[src/rtl/traffic_lights_pkg.sv]
// Shared types, lamp encodings and default timing for the intersection controller.
// Lamp vectors are {red,yellow,green}; every decoded pair keeps at least one road on red.
package traffic_lights_pkg;

  typedef enum logic [2:0] {
    MAIN_GREEN    = 3'd0,
    MAIN_YELLOW   = 3'd1,
    CLEAR_TO_SIDE = 3'd2,
    SIDE_GREEN    = 3'd3,
    SIDE_YELLOW   = 3'd4,
    CLEAR_TO_MAIN = 3'd5
  } lightState_t;

  localparam logic [2:0] LAMP_RED    = 3'b100;
  localparam logic [2:0] LAMP_YELLOW = 3'b010;
  localparam logic [2:0] LAMP_GREEN  = 3'b001;

  localparam int DEF_MAIN_MIN_GREEN  = 4;
  localparam int DEF_YELLOW_TIME     = 2;
  localparam int DEF_ALL_RED_TIME    = 1;
  localparam int DEF_SIDE_GREEN_TIME = 4;
  localparam int DEF_SIDE_MAX_GREEN  = 8;
  localparam int DEF_CNT_W           = 8;

  // Returns {main, side}; an unknown encoding decodes to all-red.
  function automatic logic [5:0] lampsFor(input lightState_t st);
    logic [5:0] lamps;
    case (st)
      MAIN_GREEN:    lamps = {LAMP_GREEN,  LAMP_RED};
      MAIN_YELLOW:   lamps = {LAMP_YELLOW, LAMP_RED};
      CLEAR_TO_SIDE: lamps = {LAMP_RED,    LAMP_RED};
      SIDE_GREEN:    lamps = {LAMP_RED,    LAMP_GREEN};
      SIDE_YELLOW:   lamps = {LAMP_RED,    LAMP_YELLOW};
      CLEAR_TO_MAIN: lamps = {LAMP_RED,    LAMP_RED};
      default:       lamps = {LAMP_RED,    LAMP_RED};
    endcase
    return lamps;
  endfunction

endpackage

[src/rtl/tl_phase_timer.sv]
// Per-phase cycle counter: clears on a phase change, otherwise counts up,
// optionally holding at SAT_MAX so a resting phase never wraps.
module tl_phase_timer #(
  parameter int               CNT_W   = 8,
  parameter logic [CNT_W-1:0] SAT_MAX = {CNT_W{1'b0}}
) (
  input  logic             clk,
  input  logic             rst,
  input  logic             clear,
  input  logic             satEn,
  output logic [CNT_W-1:0] count
);

  localparam logic [CNT_W-1:0] CNT_ZERO = {CNT_W{1'b0}};
  localparam logic [CNT_W-1:0] CNT_ONE  = {{(CNT_W-1){1'b0}}, 1'b1};

  logic [CNT_W-1:0] countR;

  // Counter register with clear priority over saturation and increment.
  always_ff @(posedge clk or negedge rst) begin
    if (!rst) begin
      countR <= CNT_ZERO;
    end else if (clear) begin
      countR <= CNT_ZERO;
    end else if (satEn && (countR == SAT_MAX)) begin
      countR <= countR;
    end else begin
      countR <= countR + CNT_ONE;
    end
  end

  assign count = countR;

endmodule

[src/rtl/traffic_light_ctrl.sv]
// Two-road demand-actuated traffic-light controller (Moore FSM, registered lamps).
// Optional macro TRAFFIC_LIGHTS_SIDE_EXTEND_EN lets a waiting side vehicle extend side green up to SIDE_MAX_GREEN.
module traffic_light_ctrl
  import traffic_lights_pkg::*;
#(
  parameter int MAIN_MIN_GREEN  = DEF_MAIN_MIN_GREEN,
  parameter int YELLOW_TIME     = DEF_YELLOW_TIME,
  parameter int ALL_RED_TIME    = DEF_ALL_RED_TIME,
  parameter int SIDE_GREEN_TIME = DEF_SIDE_GREEN_TIME,
  parameter int CNT_W           = DEF_CNT_W
`ifdef TRAFFIC_LIGHTS_SIDE_EXTEND_EN
  ,
  parameter int SIDE_MAX_GREEN  = DEF_SIDE_MAX_GREEN
`endif
) (
  input  logic       clk,
  input  logic       rst,
  input  logic       VehiclePresent,
  output logic [2:0] MainLights,
  output logic [2:0] SideLights
);

  localparam logic [CNT_W-1:0] MAIN_LAST   = CNT_W'(MAIN_MIN_GREEN - 1);
  localparam logic [CNT_W-1:0] YELLOW_LAST = CNT_W'(YELLOW_TIME - 1);
  localparam logic [CNT_W-1:0] CLEAR_LAST  = CNT_W'(ALL_RED_TIME - 1);
  localparam logic [CNT_W-1:0] SIDE_LAST   = CNT_W'(SIDE_GREEN_TIME - 1);
`ifdef TRAFFIC_LIGHTS_SIDE_EXTEND_EN
  localparam logic [CNT_W-1:0] SIDE_MAX_LAST = CNT_W'(SIDE_MAX_GREEN - 1);
`endif

  lightState_t      stateR;
  lightState_t      nextStateS;
  logic [CNT_W-1:0] countS;
  logic             timerClearS;
  logic             satEnS;

  tl_phase_timer #(
    .CNT_W   (CNT_W),
    .SAT_MAX (MAIN_LAST)
  ) phaseTimer (
    .clk   (clk),
    .rst   (rst),
    .clear (timerClearS),
    .satEn (satEnS),
    .count (countS)
  );

  // Next-state decision; the timer restarts exactly when the state changes.
  always_comb begin
    nextStateS = stateR;
    case (stateR)
      MAIN_GREEN: begin
        if ((countS == MAIN_LAST) && VehiclePresent) nextStateS = MAIN_YELLOW;
        else nextStateS = MAIN_GREEN;
      end
      MAIN_YELLOW: begin
        if (countS == YELLOW_LAST) nextStateS = CLEAR_TO_SIDE;
        else nextStateS = MAIN_YELLOW;
      end
      CLEAR_TO_SIDE: begin
        if (countS == CLEAR_LAST) nextStateS = SIDE_GREEN;
        else nextStateS = CLEAR_TO_SIDE;
      end
      SIDE_GREEN: begin
`ifdef TRAFFIC_LIGHTS_SIDE_EXTEND_EN
        // Past the base time, stay green while a vehicle waits, up to the cap.
        if ((countS >= SIDE_LAST) && (!VehiclePresent || (countS == SIDE_MAX_LAST)))
          nextStateS = SIDE_YELLOW;
        else nextStateS = SIDE_GREEN;
`else
        if (countS == SIDE_LAST) nextStateS = SIDE_YELLOW;
        else nextStateS = SIDE_GREEN;
`endif
      end
      SIDE_YELLOW: begin
        if (countS == YELLOW_LAST) nextStateS = CLEAR_TO_MAIN;
        else nextStateS = SIDE_YELLOW;
      end
      CLEAR_TO_MAIN: begin
        if (countS == CLEAR_LAST) nextStateS = MAIN_GREEN;
        else nextStateS = CLEAR_TO_MAIN;
      end
      default: nextStateS = MAIN_GREEN;
    endcase
    timerClearS = (nextStateS != stateR);
    satEnS      = (stateR == MAIN_GREEN);
  end

  // State register; lamps are registered alongside so they always match the state held.
  always_ff @(posedge clk or negedge rst) begin
    if (!rst) begin
      stateR     <= MAIN_GREEN;
      MainLights <= LAMP_GREEN;
      SideLights <= LAMP_RED;
    end else begin
      stateR                   <= nextStateS;
      {MainLights, SideLights} <= lampsFor(nextStateS);
    end
  end

endmodule

[config.mk]
export PLATFORM = sky130hd
export DESIGN_NAME = traffic_light_ctrl
export DESIGN_NICKNAME = d
export VERILOG_FILES = /design/src/rtl/traffic_lights_pkg.sv /design/src/rtl/tl_phase_timer.sv /design/src/rtl/traffic_light_ctrl.sv
export SDC_FILE = /design/constraint.sdc
export NUM_CORES = 1
export LEC_CHECK = 0
export CAP_MARGIN = 20
export CORE_MARGIN = 2
export CORE_UTILIZATION = 58
export DETAILED_ROUTE_END_ITERATION = 16
export GPL_TIMING_DRIVEN = 0
export PLACE_DENSITY = 0.83
export SYNTH_ARGS = -nofsm -noshare
export SYNTH_HDL_FRONTEND = slang
export SYNTH_SLANG_ARGS = --single-unit
[constraint.sdc]
create_clock -name clk -period 3.47 [get_ports clk]
set_clock_uncertainty 0.1 [all_clocks]
set_input_delay 1.041 -clock clk [delete_from_list [all_inputs] [get_ports clk]]
set_output_delay 1.041 -clock clk [all_outputs]
set_load 0.01 [all_outputs]
== Yosys cells after proc, flatten, opt, wreduce, memory -nomap -nowiden ==
Cells that the tools add are included.

* $add $sub $neg: 1
* Eq/ne operators: 12
* Muxes and demuxes: 10
* Reduce and logical (&&, ||, !) cells: 5

{| class="wikitable"
|+ Operators with widths
! kind !! number
|-
| 6-bit case mux with 4 select lines || 1
|-
| 3-bit case mux with 6 select lines || 1
|-
| 8-bit two-way mux || 2
|-
| 3-bit by 2-bit equality test with 1-bit output (second input constant) || 3
|-
| 3-bit equality test (second input constant) || 3
|-
| 8-bit by 1-bit adder with 8-bit output (second input constant) || 1
|-
| 8-bit by 1-bit equality test with 1-bit output (second input constant) || 1
|-
| 8-bit by 2-bit equality test with 1-bit output (second input constant) || 1
|-
| 8-bit zero test || 1
|-
| 3-bit by 1-bit equality test with 1-bit output (second input constant) || 2
|-
| 3-bit zero test || 2
|-
| 3-bit two-way mux || 2
|-
| 1-bit two-way mux || 3
|-
| 3-bit != test || 1
|-
| 1-bit logical AND || 2
|-
| 2-bit two-way mux || 1
|-
| 2-bit by 1-bit != test with 1-bit output (second input constant) || 1
|}

* Input port bits: 3
* Bits in registers: 17
* Output and inout port bits: 6

== Logic depth before layout (Yosys ltp) ==
Gate-level depths: netlist of the first run.

* Depth after elaboration: 6
* Gate-level depth with buffers: 7

== Cells and area by module ==
A second synthesis of the first run with hierarchy kept.

* Cells, all modules: 103
* Area total of the unflattened synthesis: 1041.0 um^2

{| class="wikitable"
|+ By module, submodules not included
! module !! cells each !! times used !! area an instance (um^2)
|-
| traffic_light_ctrl || 61 || 1 || 623.1
|-
| tl_phase_timer || 42 || 1 || 417.9
|}

== Worst setup path after synthesis of the first run ==
OpenSTA, ideal clock, no wires.

* Path type: input -> register
* From: input VehiclePresent
* To: register phaseTimer.countR[2], in the netlist phaseTimer.count[2]
* Cell stages on the path: 5
* Arrival time: 1.900 ns
* Setup slack: 1.383 ns
* Required time: 3.283 ns
* Setup time: 0.087 ns
* Cell sequence: nor4bb_1 > nand4b_1 > o31ai_1 > or3_1 > a211oi_2

* Cells in the longest elaborated chain, start to end: 5
* Elaborated cells on any way between the ends: 6
* Those cells by class: 2 x eq/ne; 3 x mux; 1 x reduce/logical

{| class="wikitable"
|+ RTL lines
! item !! line !! RTL
|-
| start, declared || traffic_light_ctrl.sv:18 || <nowiki>input logic VehiclePresent,</nowiki>
|-
| 1-bit logical AND (*) || traffic_light_ctrl.sv:53 || <nowiki>if ((countS == MAIN_LAST) && VehiclePresent) nextStateS = MAIN_YELLOW;</nowiki>
|-
| 1-bit two-way mux (*) || traffic_light_ctrl.sv:53 ||
|-
| 3-bit case mux with 6 select lines (*) || traffic_light_ctrl.sv:51 || <nowiki>case (stateR)</nowiki>
|-
| 3-bit != test (*) || traffic_light_ctrl.sv:85 || <nowiki>timerClearS = (nextStateS != stateR);</nowiki>
|-
| 2-bit by 1-bit != test with 1-bit output (no source line) or 8-bit two-way mux (tied branches) || -- ||
|-
| end signal, assigned || tl_phase_timer.sv:26 || <nowiki>countR <= countR;</nowiki>
|-
| end signal, assigned || tl_phase_timer.sv:28 || <nowiki>countR <= countR + CNT_ONE;</nowiki>
|-
| end, declared || tl_phase_timer.sv:17 || <nowiki>logic [CNT_W-1:0] countR;</nowiki>
|}

Mark *: on every way between the ends. The rest lies on a longest branch, timed or not.
A chain may end at the register's enable or synchronous reset.

== Final worst setup path of the first run ==
* From: register MainLights[0]
* To: output MainLights[0]

{| class="wikitable"
|+ RTL lines
! item !! line !! RTL
|-
| start, declared || traffic_light_ctrl.sv:19 || <nowiki>output logic [2:0] MainLights,</nowiki>
|-
| start signal, assigned || traffic_light_ctrl.sv:97 || <nowiki>{MainLights, SideLights} <= lampsFor(nextStateS);</nowiki>
|}

No word-level cell between the ends.

==> summary by stage, run 1 <==
Floorplanning
Measured along the y axis, the die boundary spans 43.5 µm. For this configuration, the core starts out at a cell density of approximately three fifths. The floorplan core area is approximately 1500 µm². Row generation in the floorplan step produced 14 rows. Measured along the x axis, the die boundary spans 43.5 µm. The area of the die is about 1900 µm². The number of top-level pins is 9.

Finish
The final-stage net count is 106. Of the cells placed in the final design, the portion with a size suffix greater than 1 is around an eighth. The layout has 108 filler cells. The signed area change from the synthesized netlist to the final layout is 14.1%. The antenna diode count is 0.

Yosys
In this run, synthesis produced a sequential element count of 17. The fraction of post-synthesis cell area in the top cell type by area is 41.4%. The mapped cell area is 907 µm².

The cell taking the most area after synthesis is dfrtp_1. The number of nets in the synthesized netlist is 93. The post-synthesis mux area share is ~1.1%.

The parity-gate share of the synthesized area counting xor and xnor cells is 6.76%. The synthesized netlist devotes 14.9% of its cell area to compound gates. The share of async-settable or async-resettable flops after synthesis is 100%. The combinational family with the most area after synthesis is simple AND/OR/NAND/NOR gates. The sequential area share after synthesis is 47.2%. By count the netlist is led by 15 x dfrtp_1, 11 x nor2_1, 4 x clkbuf_1, 4 x inv_1, 4 x xnor2_1. Synthesis handed over a netlist of 87 instances.

Yosys mapped a number of flops with a built-in enable equal to 0. The share of synthesized cell area in and, or, nand and nor gates is between 20% and 30%. The count of cell types in the netlist is 36.

The adder-cell share of the synthesized area is between 4 and 5%. During synthesis, Yosys emitted a total of 0 warnings. The mean instance size in the synthesized netlist is 10.4 µm². The dominant register cell in the synthesized netlist is dfrtp_1. Yosys attributes the largest share of cell area to dfrtp_1 41%, dfstp_2 5.8%, nor2_1 4.6%. The library cell with the highest instance count after synthesis is dfrtp_1.

Hold path
The type of the most critical hold path is flop to flop.

CTS
The number of clock buffers added by TritonCTS is 3. The clock passes through at most 2 buffers. The clock latency on the worst-skew pair is 310 ps. The clock transition time at the flip-flop clock pins of the worst setup and hold paths is around 90 ps. The setup fix buffers added after clock tree synthesis is 0. In this run the number of H-tree levels came out at 1. The TritonCTS clock tree is built. For this design, the CTS-stage hold fixing added 0 buffers. The number of clock sinks is 17. The number of instances resized during post-cts repair is 0. The cell sitting at the root of the clock tree is a clkbuf_4.

Power and ir drop
The cell leakage power is 0.000478 µW. The power density over cell area is 771 nW/µm². The highest ir drop seen on vdd is 0.000408 V. The design draws 798 µW.

Drt
The post-detailed-route DRC marker count is 0. In this run the remaining antenna-violating nets after routing total 0. The mean routed wirelength per cell is roughly 15 µm. The vias per cell is 6.23. In this run, the number of DRC markers left after iteration 0 of detailed routing was 30. The number of iterations in the first detailed-routing pass is 4.

The via count is approximately 700. The total length of routed wires is 1670 µm.

Place
The final HPWL from detailed placement is 1190 µm. The global placer's final weighted congestion is 0.791. OpenSTA, run right after detailed placement, puts the worst setup slack at between 700 and 800 ps. In this run the tool buffered the top-level ports with 8 buffer cells.

Status
The flow ran to the end, and the final reports show no timing, DRC or antenna violations.

Global route
The number of global-route vias before repair is 685. The first global-routing pass estimated between 3000 and 4000 µm of wire. The overall global routing resource usage is 22.3%. The number of antenna violations at the first check in global routing is 0. After global routing the overflow that remains totals 0. Entering global routing, the biggest net connects 18 pins.

Critical path
The count of buffer and inverter cells on the critical path is 1. The arrival time reported for the critical path endpoint is between 1000 and 1500 ps. The top cell family by delay on the critical path is flip-flops. STA classifies the critical path startpoint as a flop. For this design, the slowest cell found on the critical path is dfstp_2.

Traced cell by cell, the critical path runs through clkdlybuf4s50_1. The delay of the slowest cell on the worst path is 540 ps. For the worst setup path, the data required time is 2330 ps.

In this run the worst path has a maximum fanout of 1. STA classifies the critical path endpoint as an output port. The critical path is of the flop to output port type.

Timing
The worst pin sits at a relative slew slack of 52.9%. Timing would allow up to 398 MHz. Setup repair after global routing left no endpoint under its margin. Adding up every negative setup slack in the final design gives 0 ps. The final count of hold timing violations is 0. For the finished layout, the period the worst path requires is 2520 ps.

Setup violations remaining at the end of the flow were counted as 0. Setup slack closes at 955 ps. At the pin with the least slew margin, the transition time is 704 ps.

The max-slew violation count was 0. The final hold slack is 494 ps. The post-route fraction of the period consumed by the critical path is between 70% and 80%.

Flow run
Across the run, the number of max-cap violations was 0.
-- path summary, 6_finish.rpt --
check | end | cells past startpoint | slack (ps) | from
min in group asynchronous | MainLights[1]$_DFF_PN0_ | 1 | 1040 | rst
hold / removal | phaseTimer.count[3]$_DFFE_PN0P_ | 2 | 490 | phaseTimer.count[3]$_DFFE_PN0P_
hold reg to reg | phaseTimer.count[3]$_DFFE_PN0P_ | 2 | 490 | phaseTimer.count[3]$_DFFE_PN0P_
setup reg to reg | phaseTimer.count[2]$_DFFE_PN0P_ | 5 | 1140 | phaseTimer.count[4]$_DFFE_PN0P_
setup / recovery | MainLights[0] | 1 | 950 | MainLights[0]$_DFF_PN1_
max in group asynchronous | phaseTimer.count[2]$_DFFE_PN0P_ | 1 | 1770 | rst
-- logic make-up (layout without fill, tap and decap cells) --
group | after synthesis | after routing
XOR/XNOR | 7 | 7
buffers and inverters | 8 | 20
AND/OR/NAND/NOR | 34 | 34
adder cells (fa/ha/maj) | 3 | 3
AO/OA/AOI/OAI | 17 | 17
flip-flops | 17 | 17
multiplexers | 1 | 1
-- layout by cell type (no fill, tap or decap), types with 2 or more instances in the layout --
cell             Yosys  routed
nand2_1              3       3
nand4b_1             2       2
nor2_1              11      11
o211a_1              2       2
clkdlybuf4s50_1      0       8
and3_2               2       2
nand3_1              3       3
xnor2_1              4       4
clkbuf_1             4       4
xor2_1               3       3
inv_1                4       4
a31oi_1              2       2
dfstp_2              2       2
and3_1               3       3
a21oi_1              3       3
dfrtp_1             15      15
ha_1                 3       3
clkbuf_4             0       3
nor2b_1              2       2
-- per-layer routing --
metal  part of all wire [%]  up-vias  track usage (%)
li1                       -      336                -
met3                    6.2        5             4.58
met2                     50       31             36.5
met1                     41      345             25.9
met5                      0        -                0
met4                    2.9        0             15.2
-- sequential cells by signal, indices dropped and copies added (netlist names) --
name	count
MainLights	3
SideLights	3
stateR	3
phaseTimer.count	8
-- final cells by class --
type / instances / area (µm²) / share of cell area [%]
Inverter: 4 / 15.0 / 1.45
Clock buffer: 3 / 22.5 / 2.18
Buffer: 4 / 15.0 / 1.45
Sequential cell: 17 / 428 / 41.4
Tap cell: 16 / 20.0 / 1.93
Clock inverter: 1 / 5.00 / 0.484
Timing Repair Buffer: 8 / 80.1 / 7.74
Multi-Input combinational cell: 62 / 449 / 43.4
-- where the power goes --
part	switching (µW)	total [µW]	internal, µW	leakage, µW
combinational	214	396	182	0.000245
clock	67.8	111	43.1	0.0000177
sequential	28.5	291	263	0.000215
-- through the flow --
step | util [%] | cell area (µm²) | std cells
final | 69.5 | 1030 | 115
after floorplan | - | 907 | 87
after CTS | 69.5 | 1030 | 115
after global routing | 69.5 | 1030 | 115
after detailed placement | 67.6 | 1010 | 111
after global placement | 67.6 | 1010 | 111
No activity file was read; power rests on OpenSTA's default activity.
==> run 2: changes to the inputs <==
Settings changed: CORE_UTILIZATION 58 to 54, PLACE_DENSITY 0.83 to 0.78.
Clock period 3.47 ns to 2.58 ns, I/O delays scaled along.
==> run 2 against run 1 <==
Flip-flop and latch count unchanged; die area increased by 6.7%; via count shrank 4.5%; critical path type is now flop to flop; highest routed layer unchanged; largest power group unchanged.
==> summary by stage, run 2 (synthesized netlist as in run 1, its figures left out) <==
Status
The flow ran to the end, and the final reports show no timing, DRC or antenna violations.

Place
Routability-driven placement finished with a final weighted congestion of around 0.77. The placed instance area is about 1000 µm². The count of buffers inserted at the top-level ports is 8.

After legalization and detailed placement, the total HPWL measured roughly 1200 µm. Prior to clock tree synthesis, the placed netlist has a worst setup slack of roughly 90 ps.

Hold path
The capture endpoint of the worst hold path is phaseTimer.count[2]$_DFFE_PN0P_. The type of the most critical hold path is flop to flop. The number of cells on the worst hold path is 3. The startpoint of the lowest-slack hold path is phaseTimer.count[2]$_DFFE_PN0P_.

Timing
For this run, the top clock speed supported by timing is 433 MHz. The total of endpoints with negative setup slack in the final report is 0. The final count of hold timing violations is 0. The worst setup margin is 271 ps. The minimum clock period after layout is around 2300 ps. Setup repair after global routing left no endpoint under its margin. The worst pin sits at a relative slew slack of 51.5%. The transition time at the pin with the least slew margin is 726 ps. The final hold slack is 505 ps. The post-route fraction of the period consumed by the critical path is 89.5%.

The max-slew violation count was 0. The total negative slack for setup checks is 0 ps.

Critical path
Of all nets on the critical path, the largest fanout is 10. For the worst flop-to-flop path, the logic depth is 5. The endpoint identified for the worst register-to-register timing path is phaseTimer.count[2]$_DFFE_PN0P_.

The worst setup path is launched from a flop. The worst setup path is captured at a flop. The reg-to-reg critical path startpoint is phaseTimer.count[4]$_DFFE_PN0P_. The arrival time reported for the critical path endpoint is 2410 ps. The internal reg-to-reg setup slack is ~270 ps. STA puts the critical path data required time at 2680 ps. The critical path is of the flop to flop type.

Finish
Fill cells in the final layout number 121. 0 antenna diodes ended up in the layout. The flip-flop count of the largest register, all copies and words added is 8.

The library cell used most frequently in the layout, excluding fill and tap cells, is dfrtp_1. Registers take ~430 µm². From synthesis to final layout, the design area changed by 14.1%.

In the final layout, the share of cells above drive strength 1 is 13.1%. The final design area excluding fillers is 1030 µm². In the final layout, the multi-input gates occupy about 450 µm². The library cells used most frequently in the layout, excluding fill and tap cells, are 15 x dfrtp_1, 11 x nor2_1, 8 x clkdlybuf4s50_1. At the end of the flow, the number of nets in the layout was 106.

CTS
The depth of the CTS H-tree is 1. In this run the clock root is driven by a clkbuf_4. The clock latency on the worst-skew pair is 290 ps. After clock tree synthesis, the flow added hold-fix buffers numbering 0. The number of instances resized during post-cts repair is 0. The maximum clock path buffer count is 2. The clock transition time at the flip-flop clock pins of the worst setup and hold paths is about 90 ps. TritonCTS built the clock tree. The setup fix buffers added after clock tree synthesis is 0. TritonCTS created 3 clock buffers. The number of clock sinks is 17.

Floorplanning
The initial core utilization is 58.8%. During I/O placement, the number of pins put on the boundary was 9. The floorplan step defined a die boundary enclosing 2020 µm².

The height of the die is 45.0 µm. The number of placement rows is 14. The die extent in x is 45.0 µm. The floorplan core area is 1540 µm².

Global route
The number of antenna violations at the first check in global routing is 0. Entering global routing, the biggest net connects 18 pins. The remaining global-route overflow is 0. The number of global-route vias before repair was 657. The overall global routing resource usage is about a fifth. The wire length of the first global-routing pass is roughly 2700 µm.

Flow run
The reported max-cap violation count is 0.

Power and ir drop
The power density over cell area is ~1000 nW/µm². The cell leakage power is 0.000478 µW. VDD sags by at most 0.000572 V.

Drt
For this block, the initial DRC count from the detailed router was 20. In the routed design, unresolved DRC markers number 0. The number of iterations in the first detailed-routing pass is 4. In this run the remaining antenna-violating nets after routing total 0.

After detailed routing, the average wire length per cell comes to between 10 and 15 µm. The total length of routed wires is around 1600 µm. The via count is 685.

After detailed routing, the number of vias per cell comes to 5.96.
run 2: cell counts in the layout (fill, tap and decap cells not counted):
No cell type changed its count.
run 2: layer usage:
layer | share of wire, % | track usage [%] | vias to the layer above
met2 | 49 | 32.9 | 17
met3 | 5.0 | 7.20 | 2
li1 | - | - | 337
met5 | 0 | 0 | -
met1 | 45 | 22.3 | 329
met4 | 0.86 | 7.06 | 0
run 2: how the worst max path moves through the flow:
stage          slack (ps)                         endpoint                             from
2_1_floorplan         560  phaseTimer.count[2]$_DFFE_PN0P_  phaseTimer.count[4]$_DFFE_PN0P_
5_1_grt                70  phaseTimer.count[2]$_DFFE_PN0P_  phaseTimer.count[4]$_DFFE_PN0P_
3_3_place_gp          190  phaseTimer.count[2]$_DFFE_PN0P_                   VehiclePresent
6_report              270  phaseTimer.count[2]$_DFFE_PN0P_  phaseTimer.count[4]$_DFFE_PN0P_
3_5_place_dp           90  phaseTimer.count[2]$_DFFE_PN0P_                   VehiclePresent
4_1_cts               320  phaseTimer.count[2]$_DFFE_PN0P_  phaseTimer.count[4]$_DFFE_PN0P_
run 2: where the power goes:
part | leakage (µW) | internal [µW] | switching, µW | total (µW)
clock | 0.0000177 | 57.7 | 78.3 | 136
combinational | 0.000245 | 244 | 282 | 526
sequential | 0.000215 | 354 | 38.8 | 393
run 2: metrics by stage:
| stage | std cells | util (%) | power (µW) |
|---|---|---|---|
| after detailed placement | 111 | 65.3 | 927 |
| after CTS | 115 | 67.1 | 1060 |
| after floorplan | 87 | - | 760 |
| after global routing | 115 | 67.1 | 1140 |
| final | 115 | 67.1 | 1050 |
| after global placement | 111 | 65.3 | 909 |
run 2: layout make-up:
cell class / instances / share of cell area (%)
buffer: 4 / 1.45
tap: 16 / 1.93
timing repair buffer: 8 / 7.74
multi-input combinational: 62 / 43.4
sequential: 17 / 41.4
inverter: 4 / 1.45
clock buffer: 3 / 2.18
clock inverter: 1 / 0.484
run 2: worst max-delay path, cell delays in order, from the launching register on:
cell and delay [ps]:
dfrtp_1 450, nor4_4 540, a31oi_1 160, o31ai_1 540, o21ai_1 220, a211oi_2 220
==> run 3: changes to the inputs <==
Settings changed: ABC_AREA from default to 1, REMOVE_ABC_BUFFERS from default to 1.
Clock period 2.58 ns to 2.4 ns, I/O delays scaled along.
==> run 3 against run 2 <==
Combinational power is 6.3% higher; die area grew 0.89%; total power grew 7.5%; sequential share of layout area down 0.35 points; setup slack got worse by 27 ps; wire length shrank 11%; critical path type is now flop to output port; sequential power rose by 6.6%.
==> summary by stage, run 3 <==
Critical path
The count of buffer and inverter cells on the critical path is 1. The worst setup path is captured at an output port. Walking the worst path, the cells encountered are clkdlybuf4s50_1. Data on the critical path is required at its endpoint by 1580 ps. The worst setup path is launched from a flop. The maximum fanout encountered on the critical timing path is 1. The arrival time reported for the critical path endpoint is about 1300 ps. The cell at the slowest stage of the critical path is dfstp_2.

The worst register-to-register path begins at phaseTimer.count[0]$_DFFE_PN0P_. Grouping stages by cell kind, the critical path spends the most delay in flip-flops. By startpoint and endpoint, the worst setup path is classified as flop to output port.

In this run the worst setup path begins at MainLights[0]$_DFF_PN1_. In this design, the stage delay of the slowest critical-path cell is 530 ps.

CTS
TritonCTS built the clock tree. In this run, post-CTS hold repair placed 0 buffers. The clock transition time at the flip-flop clock pins of the worst setup and hold paths is 110 ps.

In this run, CTS created clock tree buffers numbering 3. CTS built an H-tree with a depth of 1. The maximum clock path buffer count is 2. Post-CTS timing repair inserted 0 buffers for setup.

The clock net in this run drives a total of 17 sinks. Clock latency on the worst-skew pair, taken at its later pin, is 280 ps. The root buffer cell chosen for the clock tree is clkbuf_4. The number of instances resized during post-cts repair is 0.

Yosys
In this run, synthesis inferred 0 flip-flops with an integrated enable. Counting flops and latches in the post-synthesis netlist gives 17. The mean instance size in the synthesized netlist is 9.07 µm². By count the netlist is led by 16 x nand2_1, 15 x dfrtp_1, 10 x inv_1.

The fraction of post-synthesis cell area in the top cell type by area is 41.0%. The sequential area share after synthesis is 46.7%. The cell taking the most area after synthesis is dfrtp_1. During synthesis, Yosys emitted a total of 0 warnings. The mapped cell area is 916 µm². Among all flip-flop cells after synthesis, the most frequent one is dfrtp_1. Of all flip-flops after synthesis, the portion carrying an async set or reset was 100%. After technology mapping, the gate count stands at 101. By area the synthesized netlist is led by dfrtp_1 41%, nand2_1 6.6%, dfstp_2 5.7%. nand2_1 is the most common cell in the netlist. The number of different library cells used by synthesis comes to 24.

Power and ir drop
Per report_power, the sequential group accounts for a little under two fifths of the total. VDD sags by at most 0.000492 V. In this run the power spent charging and discharging nets is 491 µW. For this design the static power due to leakage is just under 0.0005 µW. The design internal power is 642 µW.

The share of total power dissipated in combinational logic is 49.3%. The fraction of power spent switching nets is 43.3%. In this run the power density over the cells is approximately 1100 nW/µm².

The power after layout is 1130 µW. The clock network burns 13.7% of the power.

Finish
The register with the most flip-flops in the layout has 8 of them. The library cells used most frequently in the layout, excluding fill and tap cells, are 16 x nand2_1, 15 x dfrtp_1, 10 x inv_1. The share of post-route cells with drive strength above 1 is 26.5%. The repair_antennas step left the layout with diodes totalling 0.

The leading cell type in the layout, fill and taps excluded is nand2_1. The fill cell instance count of the final layout is roughly 130. The storage element area is 428 µm².

The area of combinational cells with multiple inputs is between 400 and 500 µm². The signed area change from the synthesized netlist to the final layout is 13.9%. The final-stage net count is 120. Once layout is done, the placed cells without fillers occupy roughly 1000 µm².

Place
At the placement stage, the worst setup path has a slack of approximately 360 ps. The placed instance area is between 1000 and 1500 µm². Detailed placement finished with a half-perimeter wire length of 1140 µm. The count of buffers inserted at the top-level ports is 8. The global placer's final weighted congestion is 0.828.

Global route
The remaining global-route overflow is 0. The number of antenna violations at the first check in global routing is 0. Entering global routing, the biggest net connects 18 pins. The wire length of the first global-routing pass is 2550 µm. The number of global-route vias before repair is 630. For this run, the total global-route usage over all layers was measured as 17.2%.

Timing
The final count of hold timing violations is 0. The post-route fraction of the period consumed by the critical path is about nine tenths. Setup repair after global routing left no endpoint under its margin. For the pin with the worst max-slew slack, the measured transition is approximately 750 ps. The total negative slack for setup checks is 0 ps. The total of endpoints with negative setup slack in the final report is 0. Based on the critical path, the design can be clocked at up to 464 MHz. The minimum clock period after layout is 2160 ps.

Setup slack closes at 244 ps. The max-slew violation count is 0. The worst pin sits at a relative slew slack of 50.1%.

Floorplanning
The number of placement rows is 14. The die is 45.2 µm wide. The initial core utilization is 59.4%. For this design the top-level I/O count stands at 9.

The floorplan core area is about 1500 µm². From bottom edge to top edge, the die measures 45.2 µm. The floorplan step defined a die boundary enclosing 2040 µm².

Drt
The number of antenna-violating nets in the routed design is 0. Before antenna repair, the detailed router went through 4 iterations. Summed over all layers, the routed wires come to around 1500 µm. The initial DRC count is 1. Using the TritonRoute via totals, the vias-per-cell ratio works out to 5.13. In the routed design, unresolved DRC markers number 0. After detailed routing, the average wire length per cell comes to about 11 µm. The routed layout has 662 vias.

Hold path
The type of the most critical hold path is flop to flop. The startpoint of the lowest-slack hold path is phaseTimer.count[7]$_DFFE_PN0P_.

Status
The run finished with clean final reports.

Flow run
The tool flagged a number of max-cap violations equal to 0.
-- run 3: metrics by stage --
stage	util [%]	hold slack [ps]	instances
2_1_floorplan	-	324	101
3_3_place_gp	65.9	462	125
3_5_place_dp	65.9	461	125
4_1_cts	67.7	488	129
5_1_grt	67.7	513	129
6_report	67.7	495	129
-- run 3: layout make-up --
cell class / instances / share of cell area, %
multi-input cells: 72 / 42.4
flip-flops and latches: 17 / 41.0
repair buffers: 8 / 7.67
inverters: 12 / 4.32
clock buffers: 3 / 2.16
well taps: 16 / 1.92
clock inverters: 1 / 0.480
-- run 3: power by group through the flow --
stage          logic, µW  clock network [µW]  registers (µW)
6_report             559                 156             419
4_1_cts              567                 156             420
3_5_place_dp         565                   0             425
3_3_place_gp         551                   0             420
2_1_floorplan        394                   0             434
5_1_grt              631                 168             429
-- run 3: cells by family after synthesis --
logic type      count (synthesis)  share of synthesized area (%)
xor+xnor                        6                           5.74
flops                          17                           46.7
simple gates                   57                           34.6
fa+ha+maj                       3                           4.10
compound gates                  6                           3.96
buf+inv                        12                           4.92
-- run 3: metal layers --
metal  track usage, %  share of wire (%)
met1             19.5                 44
met4             3.53                  0
met5                0                  0
met2             32.6                 52
met3             3.60                3.4
-- run 3: path summary, 6_finish.rpt --
kind | endpoint | slack [ps] | depth (start not counted)
worst max-delay path | MainLights[0] | 240 | 1
worst min-delay path | phaseTimer.count[7]$_DFFE_PN0P_ | 490 | 2
worst max register to register | phaseTimer.count[5]$_DFFE_PN0P_ | 630 | 11
worst min register to register | phaseTimer.count[7]$_DFFE_PN0P_ | 490 | 2
max in group asynchronous | phaseTimer.count[6]$_DFFE_PN0P_ | 970 | 1
min in group asynchronous | stateR[0]$_DFF_PN0_ | 760 | 1
